### src/rtl/sseg_scan_ctrl.sv
// rtl/sseg_scan_ctrl.sv - four-digit multiplexed seven-segment scan controller
// Frame-synchronous value update, anti-ghost guard and leading-zero blanking.
module sseg_scan_ctrl #(
  parameter int REFRESH_DIV = 100000,
  parameter int GUARD       = 2,
  parameter int LZ_SUPPRESS = 1
) (
  input  logic        Clk,
  input  logic        Reset,
  input  logic [15:0] Value,
  input  logic        Load,
  output logic [3:0]  Num,
  output logic [3:0]  Anode,
  output logic [1:0]  DigitIdx,
  output logic        Updated
);

  localparam int CW = $clog2(REFRESH_DIV);
  localparam logic [CW-1:0] LAST    = CW'(REFRESH_DIV - 1);
  localparam logic [CW-1:0] GUARD_C = CW'(GUARD);

  typedef enum logic {BLANK, SCAN} state_t;

  state_t          r_state;
  logic [CW-1:0]   r_cnt;
  logic [1:0]      r_idx;
  logic [15:0]     r_active;
  logic [15:0]     r_pending;
  logic            r_pend;
  logic            r_upd;

  logic            w_wrap;
  logic            w_boundary;
  logic            w_apply;
  logic            w_blank;
  logic [3:0]      w_nib;

  assign w_wrap     = (r_cnt == LAST);
  assign w_boundary = w_wrap && (r_idx == 2'd3);
  assign w_apply    = w_boundary && (Load || r_pend);

  // A Load on the boundary cycle itself bypasses the pending register.
  always_ff @(posedge Clk or posedge Reset) begin
    if (Reset) begin
      r_state   <= BLANK;
      r_cnt     <= '0;
      r_idx     <= 2'd0;
      r_active  <= 16'h0000;
      r_pending <= 16'h0000;
      r_pend    <= 1'b0;
      r_upd     <= 1'b0;
    end else begin
      r_cnt <= w_wrap ? '0 : r_cnt + 1'b1;
      if (w_wrap) r_idx <= r_idx + 2'd1;
      r_upd <= w_apply;
      if (w_boundary) begin
        if (Load) r_active <= Value;
        else if (r_pend) r_active <= r_pending;
        if (w_apply) begin
          r_pend  <= 1'b0;
          r_state <= SCAN;
        end
      end else if (Load) begin
        r_pending <= Value;
        r_pend    <= 1'b1;
      end
    end
  end

  always_comb begin
    w_nib   = r_active[{r_idx, 2'b00} +: 4];
    w_blank = 1'b0;
    if (LZ_SUPPRESS != 0) begin
      case (r_idx)
        2'd1:    w_blank = (r_active[15:4] == 12'h000);
        2'd2:    w_blank = (r_active[15:8] == 8'h00);
        2'd3:    w_blank = (r_active[15:12] == 4'h0);
        default: w_blank = 1'b0;
      endcase
    end
  end

  always_comb begin
    Anode = 4'b1111;
    Num   = 4'hF;
    if (r_state == SCAN && !w_blank) begin
      Num = w_nib;
      if (r_cnt >= GUARD_C) Anode = ~(4'b0001 << r_idx);
    end
  end

  assign DigitIdx = r_idx;
  assign Updated  = r_upd;

endmodule

### config.mk
export PLATFORM = sky130hd
export DESIGN_NAME = sseg_scan_ctrl
export DESIGN_NICKNAME = d
export VERILOG_FILES = /design/src/rtl/sseg_scan_ctrl.sv
export SDC_FILE = /design/constraint.sdc
export NUM_CORES = 1
export LEC_CHECK = 0
export ABC_AREA = 0
export BUFFER_PORTS_ARGS = -buffer_cell sky130_fd_sc_hd__buf_2
export CAP_MARGIN = 20
export CORE_UTILIZATION = 50
export DETAILED_ROUTE_END_ITERATION = 7
export PLACE_DENSITY = 0.72
export SYNTH_ARGS = -nofsm -noshare
export SYNTH_HDL_FRONTEND = slang
export SYNTH_SLANG_ARGS = --single-unit
### constraint.sdc
create_clock -name Clk -period 2.3 [get_ports Clk]
set_clock_uncertainty 0.1 [all_clocks]
set_input_delay 0.46 -clock Clk [delete_from_list [all_inputs] [get_ports Clk]]
set_output_delay 0.46 -clock Clk [all_outputs]
set_load 0.01 [all_outputs]
==> out/results.txt <==
Row count - 26
Post-synth top area cell - dfrtp_1
GPL Wtd Cong - 0.803
Die width - 76.7 um
Port-buffer cells - 29
Fraction of layout instances using a drive strength above 1 - 0.382
Setup slack, reg-to-reg - 110 ps
Post-synth ARST share - 1.00
Max-slew headroom at the worst pin - 0.568
Detailed Place HPWL - 4620 um
Final Hold Viols - 0
Synth Area in Compound Gates - 0.131
Final nets - 329
DRC - 0
Synth Area in XOR/XNOR - 0.0439
DR WL/cell - 17.5 um
Via Count - 2215
Flops & latches, synth - 54
Share of the synthesized area in the top cell type - 0.484
Final TNS setup - -1320 ps
Reg2reg path depth - 6
Power per Cell Area - 536 mW/mm^2
Mux contribution to synthesized area - 0.101
Cts hold-fix bufs - 0
Htree depth - 2
Largest cells by area after synthesis - dfrtp_1 48%, mux2_2 6.9%, mux4_2 3.2%
RR Endpoint - r_active[6]
Synth Area in Simple Gates - 0.166
Clk sinks - 54
Yosys warnings - 0
Synth-to-Final Area Change - 23.0%
Worst slew pin tran - 642 ps
CP Capture Type - output pin
Total power - 1.84 mW
CP Class - register to output pin
Worst Setup Start Kind - register
Clock Path Buffers - 2
Crit path capture - Num[0]
RSZ-0062 raised after global routing - yes
Max cap viols - 0
Largest family of logic cells by synthesized area - simple AND/OR/NAND/NOR gates
First-pass GRT wire length - 11000 um
Largest net degree at the start of global routing - 23
Initial antenna violation count - 0
First-pass DRT Iterations - 4
Initial core utilization - 0.533
R2r startpoint - r_cnt[8]
Initial DRC Count - 152
Vias in the first global route - 2153
Max frequency - 0.400 GHz
Post-synthesis cell count - 245
Final WL - 6550 um
Critical path peak fanout - 7
Clock Latency Late Sink - 310 ps
Min cycle time layout - 2500 ps
Total GRT Usage - 0.242
Core area - 0.00524 sq mm
Vias per inst - 5.92
Data arrival, critical path - 1940 ps
Seq/Total Area, Yosys - 0.484
Post-Syn Nets - 271
Mapped Area - 0.00279 sq mm
Total congestion overflow - 0
Hold/Removal Path Class - input pin to asynchronous set/reset pin
Post-detailed-route count of antenna-violating nets - 0
Clock transition at path regs - 90 ps
Netlist cell types - 46
Failing checks - negative setup slack
Status - finished, violations left
CTS root buffer - clkbuf_8
I/O pin cnt - 30
Average cell area after synthesis - 11.4 sq um
Die Height - 76.7 um
Worst VDD drop - 0.301 mV
Final setup viols - 8
Max Slew Vio Count - 0
Worst EP required - 1740 ps
Die Area - 0.00588 sq mm
Critical path origin - DigitIdx[1]
Final Cycle Share - 1.09
CTS tree - yes
CTS buffer count - 5
Adder-cell share of the synthesized area - 0.0314
Post-synth EDFFs - 0
Most used DFF post-synth - dfrtp_1
Pleak - 1.49 nW
Filler cells - 400
Setup ws final - -197 ps
Diodes inserted - 0
==> cells in the final DEF, fill, tap and decap left out, drive strengths merged, types with 2 or more instances in the layout <==
cell      n
clkinv    3
nor4     12
and3      2
nor3      5
o2bb2ai   6
or4       2
a221oi    6
mux4      4
nor2     15
clkbuf    5
xnor2     6
or2       2
nand2     9
a2bb2oi   6
mux2     17
a21oi     7
xor2      8
nand2b    4
a221o     4
nand4b    2
o21ai     4
buf      60
ha        7
o22ai     4
nand4     7
nor3b     3
o31ai     2
inv      15
a41o      3
or3       3
dfrtp    54
nand3    10
==> layer usage <==
layer / GRT usage / vias up / wire [um]
li1: - / 1040 / -
met1: 0.353 / 1082 / 2930
met2: 0.368 / 85 / 3150
met3: 0.0440 / 8 / 399
met4: 0.0673 / 0 / 72
met5: 0 / - / 0
==> metrics by stage <==
step                area [sq um]  std cells  hold slack (ps)  utilization  worst slack [ps]
detailed placement          3140        357              395        0.600              21.9
floorplan                   2790        245              346            -              66.8
CTS                         3350        370             68.1        0.639              -183
finish                      3430        374             55.2        0.656              -197
global placement            3140        357              363        0.600               101
global route                3430        374             80.8        0.656              -300
==> critical path, stage by stage (launching register included) <==
cell	delay [ps]
dfrtp_2	380
inv_2	60
ha_4	150
or4_4	450
nor2_2	180
a31oi_4	160
nand2b_1	120
buf_2	130
==> worst min path at each step <==
stage | from | to
6_report | Reset | Updated
5_1_grt | Reset | Updated
4_1_cts | Reset | r_pending[11]
3_5_place_dp | r_cnt[11] | r_cnt[11]
3_3_place_gp | r_cnt[0] | r_cnt[0]
2_1_floorplan | r_cnt[0] | r_cnt[0]
==> layout make-up <==
cell class                      count  area, sq um  area share
Clock inverter                      3         40.0      0.0117
Clock buffer                        5         68.8      0.0200
Sequential cell                    54         1360       0.395
Multi-Input combinational cell    166         1410       0.411
Tap cell                           70         87.6      0.0255
Timing Repair Buffer               60          410       0.120
Inverter                           16         60.1      0.0175
==> logic make-up after synthesis <==
logic type               Yosys count
AO/OA/AOI/OAI                     46
adder cells (fa/ha/maj)            7
multiplexers                      21
AND/OR/NAND/NOR                   78
XOR/XNOR                          14
flip-flops                        54
buffers and inverters             25
==> power by group <==
part / switching [mW] / total [mW] / leakage, nW / internal (mW)
Sequential: 0.0450 / 1.04 / 0.650 / 0.999
Combinational: 0.0799 / 0.167 / 0.786 / 0.0869
Clock: 0.308 / 0.629 / 0.0579 / 0.321
Total: 0.433 / 1.84 / 1.49 / 1.41
==> state kept, by name, indices dropped and copies added (netlist names) <==
signal,cells
r_pending,16
DigitIdx,2
r_state,1
r_active,16
Updated,1
r_cnt,17
r_pend,1
==> cells in the mapped netlist, types with 6 or more instances <==
cell type,instances
ha_1,7
xnor2_1,6
nor2_1,14
nand3_1,10
nand4_1,7
nand2_1,8
mux2_2,17
a21oi_1,7
nor4_1,11
o2bb2ai_1,6
inv_1,15
xor2_1,8
a2bb2oi_1,6
dfrtp_1,54
a221oi_1,6
==> repair_timing <==
action	in CTS	in global routing
cloned	0	0
resized for setup	13	11
endpoints found under the setup margin	8	8
setup buffers	5	4
pin swaps	6	5
(Power assumes the default switching activity.)
